[config.mk]
export PLATFORM = sky130hd
export DESIGN_NAME = multi_rect_renderer
export DESIGN_NICKNAME = d
export VERILOG_FILES = /design/src/rtl/multi_rect_renderer.sv
export SDC_FILE = /design/constraint.sdc
export NUM_CORES = 1
export LEC_CHECK = 0
export CORE_MARGIN = 2
export CORE_UTILIZATION = 60
export CTS_BUF_LIST = sky130_fd_sc_hd__clkbuf_8
export CTS_CLUSTER_DIAMETER = 40
export CTS_CLUSTER_SIZE = 28
export DETAILED_ROUTE_END_ITERATION = 8
export HOLD_SLACK_MARGIN = 0.05
export PLACE_DENSITY_LB_ADDON = 0.2
export SKIP_CTS_REPAIR_TIMING = 1
export SYNTH_ARGS = -nofsm -noshare
export SYNTH_HDL_FRONTEND = slang
export SYNTH_HIERARCHICAL = 1
export SYNTH_SLANG_ARGS = --single-unit
[constraint.sdc]
create_clock -name clk_25MHz -period 4.9 [get_ports clk_25MHz]
set_clock_uncertainty 0.2 [all_clocks]
set_input_delay 0.735 -clock clk_25MHz [delete_from_list [all_inputs] [get_ports clk_25MHz]]
set_output_delay 0.735 -clock clk_25MHz [all_outputs]
set_load 0.02 [all_outputs]
[src/rtl/multi_rect_renderer.sv]
// rtl/multi_rect_renderer.sv - multi-rectangle VGA renderer with shadowed config and per-frame bounce motion
// Includes the raster timing generator it is built on.

module vga_controller #(
    parameter int H_ACTIVE = 640,
    parameter int H_FRONT  = 16,
    parameter int H_SYNC   = 96,
    parameter int H_BACK   = 48,
    parameter int V_ACTIVE = 480,
    parameter int V_FRONT  = 10,
    parameter int V_SYNC   = 2,
    parameter int V_BACK   = 33
) (
    input  logic       clk_25MHz,
    input  logic       rst_n,
    output logic [9:0] x_count,
    output logic [9:0] y_count,
    output logic       hsync,
    output logic       vsync
);
    localparam int H_TOTAL = H_ACTIVE + H_FRONT + H_SYNC + H_BACK;
    localparam int V_TOTAL = V_ACTIVE + V_FRONT + V_SYNC + V_BACK;

    logic [9:0] x_count_q, x_count_d;
    logic [9:0] y_count_q, y_count_d;

    always_comb begin
        x_count_d = x_count_q + 10'd1;
        y_count_d = y_count_q;
        if (x_count_q == 10'(H_TOTAL - 1)) begin
            x_count_d = '0;
            y_count_d = (y_count_q == 10'(V_TOTAL - 1)) ? '0 : y_count_q + 10'd1;
        end
    end

    always_ff @(posedge clk_25MHz or negedge rst_n) begin
        if (!rst_n) begin
            x_count_q <= '0;
            y_count_q <= '0;
        end else begin
            x_count_q <= x_count_d;
            y_count_q <= y_count_d;
        end
    end

    assign x_count = x_count_q;
    assign y_count = y_count_q;
    // Sync pulses are active-low
    assign hsync = !((x_count_q >= 10'(H_ACTIVE + H_FRONT)) &&
                     (x_count_q <  10'(H_ACTIVE + H_FRONT + H_SYNC)));
    assign vsync = !((y_count_q >= 10'(V_ACTIVE + V_FRONT)) &&
                     (y_count_q <  10'(V_ACTIVE + V_FRONT + V_SYNC)));
endmodule

module multi_rect_renderer #(
    parameter int          NUM_RECTS = 4,
    parameter int          H_ACTIVE  = 640,
    parameter int          V_ACTIVE  = 480,
    parameter logic [5:0]  BG_COLOR  = 6'h00,
    parameter int          H_FRONT   = 16,
    parameter int          H_SYNC    = 96,
    parameter int          H_BACK    = 48,
    parameter int          V_FRONT   = 10,
    parameter int          V_SYNC    = 2,
    parameter int          V_BACK    = 33
) (
    input  logic       clk_25MHz,
    input  logic       rst_n,
    input  logic       cfg_we,
    input  logic [2:0] cfg_idx,
    input  logic [2:0] cfg_field,
    input  logic [9:0] cfg_wdata,
    output logic       frame_tick,
    output logic       vga_hsync,
    output logic       vga_vsync,
    output logic [1:0] vga_r,
    output logic [1:0] vga_g,
    output logic [1:0] vga_b
);
    localparam logic [9:0] HA10 = 10'(H_ACTIVE);
    localparam logic [9:0] VA10 = 10'(V_ACTIVE);

    logic [9:0] x_count, y_count;
    logic       hsync, vsync;

    vga_controller #(
        .H_ACTIVE(H_ACTIVE), .H_FRONT(H_FRONT), .H_SYNC(H_SYNC), .H_BACK(H_BACK),
        .V_ACTIVE(V_ACTIVE), .V_FRONT(V_FRONT), .V_SYNC(V_SYNC), .V_BACK(V_BACK)
    ) u_vga (
        .clk_25MHz(clk_25MHz),
        .rst_n    (rst_n),
        .x_count  (x_count),
        .y_count  (y_count),
        .hsync    (hsync),
        .vsync    (vsync)
    );

    // Geometry fields 0..3 = x, y, w, h; dir bit set means moving towards 0
    logic [9:0] pos_q    [NUM_RECTS][4];
    logic [9:0] pos_d    [NUM_RECTS][4];
    logic [9:0] sh_pos_q [NUM_RECTS][4];
    logic [9:0] sh_pos_d [NUM_RECTS][4];
    logic [5:0] col_q    [NUM_RECTS];
    logic [5:0] col_d    [NUM_RECTS];
    logic [5:0] sh_col_q [NUM_RECTS];
    logic [5:0] sh_col_d [NUM_RECTS];
    logic [6:0] mot_q    [NUM_RECTS];
    logic [6:0] mot_d    [NUM_RECTS];
    logic [6:0] sh_mot_q [NUM_RECTS];
    logic [6:0] sh_mot_d [NUM_RECTS];
    logic [5:0] dirty_q  [NUM_RECTS];
    logic [5:0] dirty_d  [NUM_RECTS];
    logic [1:0] dir_q    [NUM_RECTS];
    logic [1:0] dir_d    [NUM_RECTS];

    logic [NUM_RECTS-1:0] hit_q, hit_d;
    logic                 active_q, active_d;
    logic [5:0]           rgb_q, rgb_d;
    logic [1:0]           hs_pipe_q, hs_pipe_d;
    logic [1:0]           vs_pipe_q, vs_pipe_d;
    logic [10:0]          x_step, y_step;

    function automatic logic [9:0] rst_geom(input int i, input int f);
        logic [9:0] v;
        v = '0;
        if (i == 0) begin
            case (f)
                0:       v = 10'd270;
                1:       v = 10'd190;
                default: v = 10'd100;
            endcase
        end
        return v;
    endfunction

    // Returns {flip, new_pos}; all reach arithmetic is 11-bit unsigned
    function automatic logic [10:0] step_axis(input logic [9:0] pos, input logic [9:0] len,
                                              input logic [2:0] spd, input logic neg,
                                              input logic [9:0] lim);
        logic [10:0] reach;
        logic [10:0] res;
        reach = {1'b0, pos} + {1'b0, len} + {8'b0, spd};
        res   = {1'b0, pos};
        if (spd != 3'd0) begin
            if (len > lim) begin
                res = '0;
            end else if (!neg) begin
                if (reach >= {1'b0, lim}) res = {1'b1, lim - len};
                else                      res = {1'b0, pos + {7'b0, spd}};
            end else begin
                if (pos < {7'b0, spd}) res = {1'b1, 10'd0};
                else                   res = {1'b0, pos - {7'b0, spd}};
            end
        end
        return res;
    endfunction

    assign frame_tick = (x_count == 10'd0) && (y_count == VA10);

    always_comb begin
        pos_d    = pos_q;
        sh_pos_d = sh_pos_q;
        col_d    = col_q;
        sh_col_d = sh_col_q;
        mot_d    = mot_q;
        sh_mot_d = sh_mot_q;
        dirty_d  = dirty_q;
        dir_d    = dir_q;
        x_step   = '0;
        y_step   = '0;
        if (frame_tick) begin
            for (int i = 0; i < NUM_RECTS; i++) begin
                // Motion uses pre-tick geometry; a committed coordinate overrides it
                if (mot_q[i][0]) begin
                    x_step = step_axis(pos_q[i][0], pos_q[i][2], mot_q[i][3:1], dir_q[i][0], HA10);
                    y_step = step_axis(pos_q[i][1], pos_q[i][3], mot_q[i][6:4], dir_q[i][1], VA10);
                    if (!dirty_q[i][0]) begin
                        pos_d[i][0] = x_step[9:0];
                        dir_d[i][0] = dir_q[i][0] ^ x_step[10];
                    end
                    if (!dirty_q[i][1]) begin
                        pos_d[i][1] = y_step[9:0];
                        dir_d[i][1] = dir_q[i][1] ^ y_step[10];
                    end
                end
                for (int f = 0; f < 4; f++) begin
                    if (dirty_q[i][f]) pos_d[i][f] = sh_pos_q[i][f];
                end
                if (dirty_q[i][4]) col_d[i] = sh_col_q[i];
                if (dirty_q[i][5]) mot_d[i] = sh_mot_q[i];
                dirty_d[i] = '0;
            end
        end
        if (cfg_we) begin
            for (int i = 0; i < NUM_RECTS; i++) begin
                if (cfg_idx == 3'(i)) begin
                    case (cfg_field)
                        3'd0, 3'd1, 3'd2, 3'd3: begin
                            sh_pos_d[i][cfg_field[1:0]] = cfg_wdata;
                            dirty_d[i][cfg_field]       = 1'b1;
                        end
                        3'd4: begin
                            sh_col_d[i]   = cfg_wdata[5:0];
                            dirty_d[i][4] = 1'b1;
                        end
                        3'd5: begin
                            sh_mot_d[i]   = cfg_wdata[6:0];
                            dirty_d[i][5] = 1'b1;
                        end
                        default: ;
                    endcase
                end
            end
        end
    end

    always_comb begin
        for (int i = 0; i < NUM_RECTS; i++) begin
            hit_d[i] = (pos_q[i][2] != '0) && (pos_q[i][3] != '0) &&
                       ({1'b0, x_count} >= {1'b0, pos_q[i][0]}) &&
                       ({1'b0, x_count} <  ({1'b0, pos_q[i][0]} + {1'b0, pos_q[i][2]})) &&
                       ({1'b0, y_count} >= {1'b0, pos_q[i][1]}) &&
                       ({1'b0, y_count} <  ({1'b0, pos_q[i][1]} + {1'b0, pos_q[i][3]}));
        end
        active_d = (x_count < HA10) && (y_count < VA10);
        rgb_d    = '0;
        if (active_q) begin
            rgb_d = BG_COLOR;
            // Walk from the highest index down so index 0 ends up on top
            for (int i = NUM_RECTS - 1; i >= 0; i--) begin
                if (hit_q[i]) rgb_d = col_q[i];
            end
        end
        hs_pipe_d = {hs_pipe_q[0], hsync};
        vs_pipe_d = {vs_pipe_q[0], vsync};
    end

    always_ff @(posedge clk_25MHz or negedge rst_n) begin
        if (!rst_n) begin
            for (int i = 0; i < NUM_RECTS; i++) begin
                for (int f = 0; f < 4; f++) begin
                    pos_q[i][f]    <= rst_geom(i, f);
                    sh_pos_q[i][f] <= rst_geom(i, f);
                end
                col_q[i]    <= (i == 0) ? 6'b110000 : 6'h00;
                sh_col_q[i] <= (i == 0) ? 6'b110000 : 6'h00;
                mot_q[i]    <= '0;
                sh_mot_q[i] <= '0;
                dirty_q[i]  <= '0;
                dir_q[i]    <= '0;
            end
            hit_q     <= '0;
            active_q  <= 1'b0;
            rgb_q     <= '0;
            hs_pipe_q <= 2'b11;
            vs_pipe_q <= 2'b11;
        end else begin
            pos_q     <= pos_d;
            sh_pos_q  <= sh_pos_d;
            col_q     <= col_d;
            sh_col_q  <= sh_col_d;
            mot_q     <= mot_d;
            sh_mot_q  <= sh_mot_d;
            dirty_q   <= dirty_d;
            dir_q     <= dir_d;
            hit_q     <= hit_d;
            active_q  <= active_d;
            rgb_q     <= rgb_d;
            hs_pipe_q <= hs_pipe_d;
            vs_pipe_q <= vs_pipe_d;
        end
    end

    assign vga_r     = rgb_q[5:4];
    assign vga_g     = rgb_q[3:2];
    assign vga_b     = rgb_q[1:0];
    assign vga_hsync = hs_pipe_q[1];
    assign vga_vsync = vs_pipe_q[1];
endmodule

==> impl_metrics.py <==
metrics = {
    "power_and_ir_drop": {
        "p_per_area_nw_per_um2": 241.5,
        "p_leak_nw": 18.05,
        "p_sw_mw": 2.434,
        "power.share.switching": 0.2648,
        "max-vdd-ir-drop_mv": 0.2897,
        "seqPwrFrac": 0.483,
        "p_int_mw": 6.757,
        "comb_power_share": 0.051,
        "pwr-share-clk": 0.466,
    },
    "setup_path": {
        "cp-start-kind": "flop",
        "crit_fanout": 11,
        "cp.arrival_ps": 4810,
        "critPathCaptureType": "flop",
        "reg2reg_depth": 12,
        "ff2ff_setup_slack_ps": 480,
        "cp_data_required_time_ps": 5290,
        "critPathKind": "reg2reg",
        "regToRegEndpoint": "pos_q[31]",
        "reg2reg_from": "pos_q[31]",
    },
    "yosys": {
        "ys_seq_area_frac": 0.3540,
        "async_flop_share": 1.000,
        "synth_mux_area_frac": 0.1266,
        "synth-main-ff-cell": "dfrtp_1",
        "ys_ff_latch": 491,
        "synth_fa_ha_area_frac": 0.1322,
        "synth_compound_area_frac": 0.1427,
        "ys_warn_count": 6,
        "synth_nets": 3963,
        "synth_edf_count": 0,
        "avgSynthCellArea_um2": 9.693,
        "synth_xor_area_frac": 0.06032,
        "synth_top_family_by_area": "simple AND/OR/NAND/NOR gates",
        "synth_cells": 3595,
        "syn-cell-area_um2": 34850,
        "synth-simple-area-share": 0.1440,
        "synthDistinctLibCells": 104,
    },
    "timing": {
        "clock.fmax_ghz": 0.2264,
        "slew_viol_final": 0,
        "setup_viol": 0,
        "worst_pin_slew_ps": 1294,
        "fin_tns_setup_ps": 0,
        "min_period_ps": 4417,
        "relSlewSlack": 0.1347,
        "fin_crit_sh": 0.9013,
        "report.final.hold_viol_count": 0,
        "rsz0062_at_grt": "false",
    },
    "floorplanning": {
        "fp.dieW_um": 245.0,
        "initial_core_util": 0.6051,
        "die_h_um": 245.0,
        "pin_count": 28,
        "die_area_um2": 60020,
        "row_count": 88,
        "core_um2": 57590,
    },
    "routing": {
        "via_per_inst": 6.330,
        "ant_nets": 0,
        "routed_wl_mm": 101.2,
        "routedWlPerCell_um": 22.59,
        "drtIter0Drc": 2361,
        "vias": 28370,
        "drc": 0,
        "first_pass_iters": 8,
    },
    "status": {
        "status": "completed",
    },
    "min_path": {
        "hp-start": "vs_pipe_q[0]",
        "min_path_type": "reg2reg",
        "worstHoldEndpoint": "vs_pipe_q[1]",
        "hold_path_depth": 0,
    },
    "clock_tree": {
        "clock_latency_ps": 690,
        "htree_levels": 3,
        "cts_buffer_depth": 3,
        "cts_made_buffers": 81,
        "cts_tree": "built",
        "clkTransAtPathRegs_ps": 70,
        "cts_root_buf": "clkbuf_8",
        "cts_sinks": 491,
    },
    "global_routing": {
        "grt_pass1_wl_mm": 159.4,
        "grt_overflow_total": 0,
        "grt_pass1_vias": 28370,
        "grt_max_degree": 110,
        "grt_antenna_before_repair": 7,
        "grtUsageTotal": 0.3396,
    },
    "layout": {
        "final_nets": 4019,
        "final_cell_mix": "dfrtp_1, mux2_2, ha_1",
        "drive_above_1_share": 0.1749,
        "area_growth_pct": 9.188,
        "final_common_cell": "dfrtp_1",
        "fin_area_um2": 38050,
    },
    "placement": {
        "gp_congestion": 0.9610,
        "post_dp_cell_area_um2": 36090,
        "io_buffers": 27,
        "dpl.hpwl_mm": 71.66,
    },
    "run": {
        "cap_violations": 0,
    },
}
==> through the flow <==
step	setup WS, ps	hold slack (ps)	util	instances	total power, mW
2_1_floorplan	980.7	145.2	-	3595	4.734
3_3_place_gp	427.3	146.0	0.6268	4332	4.943
3_5_place_dp	375.2	146.9	0.6268	4332	4.982
4_1_cts	329.3	-60.52	0.6605	4480	9.253
5_1_grt	278.4	163.0	0.6607	4482	9.490
6_report	483.4	155.7	0.6607	4482	9.190
==> routing by layer <==
metal,vias up,GRT usage,part of all wire
li1,13060,-,-
met1,14060,0.4529,0.43
met2,1001,0.5481,0.46
met3,252,0.05718,0.067
met4,0,0.1445,0.043
met5,-,0,0
==> cells in the mapped netlist, types with 7 or more instances <==
cell type / count / share of area
dfrtp_1: 451 / 0.32
mux2_2: 350 / 0.11
ha_1: 317 / 0.11
nand2_1: 277 / 0.030
inv_1: 235 / 0.025
a21oi_1: 200 / 0.029
nor2_1: 191 / 0.021
xnor2_1: 181 / 0.045
o21ai_0: 163 / 0.023
nor3_1: 99 / 0.014
clkbuf_1: 96 / 0.010
nand3_1: 95 / 0.014
a21o_1: 79 / 0.017
xor2_1: 59 / 0.015
mux2i_1: 46 / 0.013
nor2b_1: 45 / 0.0081
a31oi_1: 42 / 0.0075
or3_1: 42 / 0.0075
dfstp_2: 40 / 0.030
nand2b_1: 38 / 0.0068
a211oi_1: 33 / 0.0071
o31ai_1: 33 / 0.0071
fa_1: 32 / 0.018
nand4_1: 32 / 0.0057
and2_1: 30 / 0.0054
and3_1: 29 / 0.0052
nor4_1: 29 / 0.0052
o22ai_1: 28 / 0.0050
o21a_1: 27 / 0.0058
a21boi_0: 18 / 0.0039
or4_1: 17 / 0.0037
a22oi_1: 14 / 0.0030
o2111ai_1: 13 / 0.0033
o211ai_1: 13 / 0.0028
nor3b_1: 12 / 0.0026
or2_2: 11 / 0.0020
a31o_2: 9 / 0.0023
nand3b_1: 8 / 0.0017
a211o_1: 7 / 0.0018
and4_1: 7 / 0.0018
buf_2: 7 / 0.0010
o21bai_1: 7 / 0.0015
==> critical path, stage by stage, from the launching register on <==
cell	delay, ps
dfrtp_1	540
inv_1	140
fa_1	480
nor2b_4	170
o2111ai_2	140
and4_4	230
or4_4	530
or2_1	280
nor4_1	530
o31a_1	500
o21ai_0	170
and3_1	200
o31ai_1	200
==> registers in the layout (all words and copies together), names as in the netlist <==
signal,flops
dirty_q,24
hit_q,4
pos_q,160
sh_pos_q,160
sh_col_q,24
hs_pipe_q,2
u_vga/x_count,10
u_vga/y_count,10
col_q,24
vs_pipe_q,2
active_q,1
dir_q,8
mot_q,28
rgb_q,6
sh_mot_q,28
==> power groups by stage <==
stage / Sequential, mW / Clock [mW] / Combinational, mW
final: 4.44 / 4.28 / 0.465
after global routing: 4.47 / 4.51 / 0.509
after CTS: 4.44 / 4.35 / 0.470
after detailed placement: 4.51 / 0 / 0.469
after global placement: 4.50 / 0 / 0.448
after floorplan: 4.47 / 0 / 0.267
==> final cells by class <==
cell class / instances / area (um^2)
Multi-Input combinational cell: 2750 / 21150
Antenna cell: 1 / 2.502
Clock buffer: 83 / 1142
Timing Repair Buffer: 89 / 770.7
Tap cell: 765 / 957.2
Inverter: 238 / 893.4
Clock inverter: 65 / 797.0
Fill cell: 4644 / 19540
Sequential cell: 491 / 12340
==> kinds of logic after synthesis <==
family,count (synthesis)
flops,491
compound gates,767
buf+inv,354
fa+ha+maj,349
xor+xnor,240
simple gates,997
mux,397
==> worst max path at each step <==
stage / start / to / slack [ps] / cells after the start
floorplan: pos_q[31] / dir_q[0] / 980 / 12
global placement: pos_q[141] / pos_q[140] / 430 / 14
detailed placement: pos_q[141] / pos_q[142] / 380 / 13
CTS: pos_q[141] / pos_q[140] / 330 / 13
global route: pos_q[31] / pos_q[31] / 280 / 12
finish: pos_q[31] / pos_q[31] / 480 / 12
Note: power is estimated with default switching activity, not from simulation.
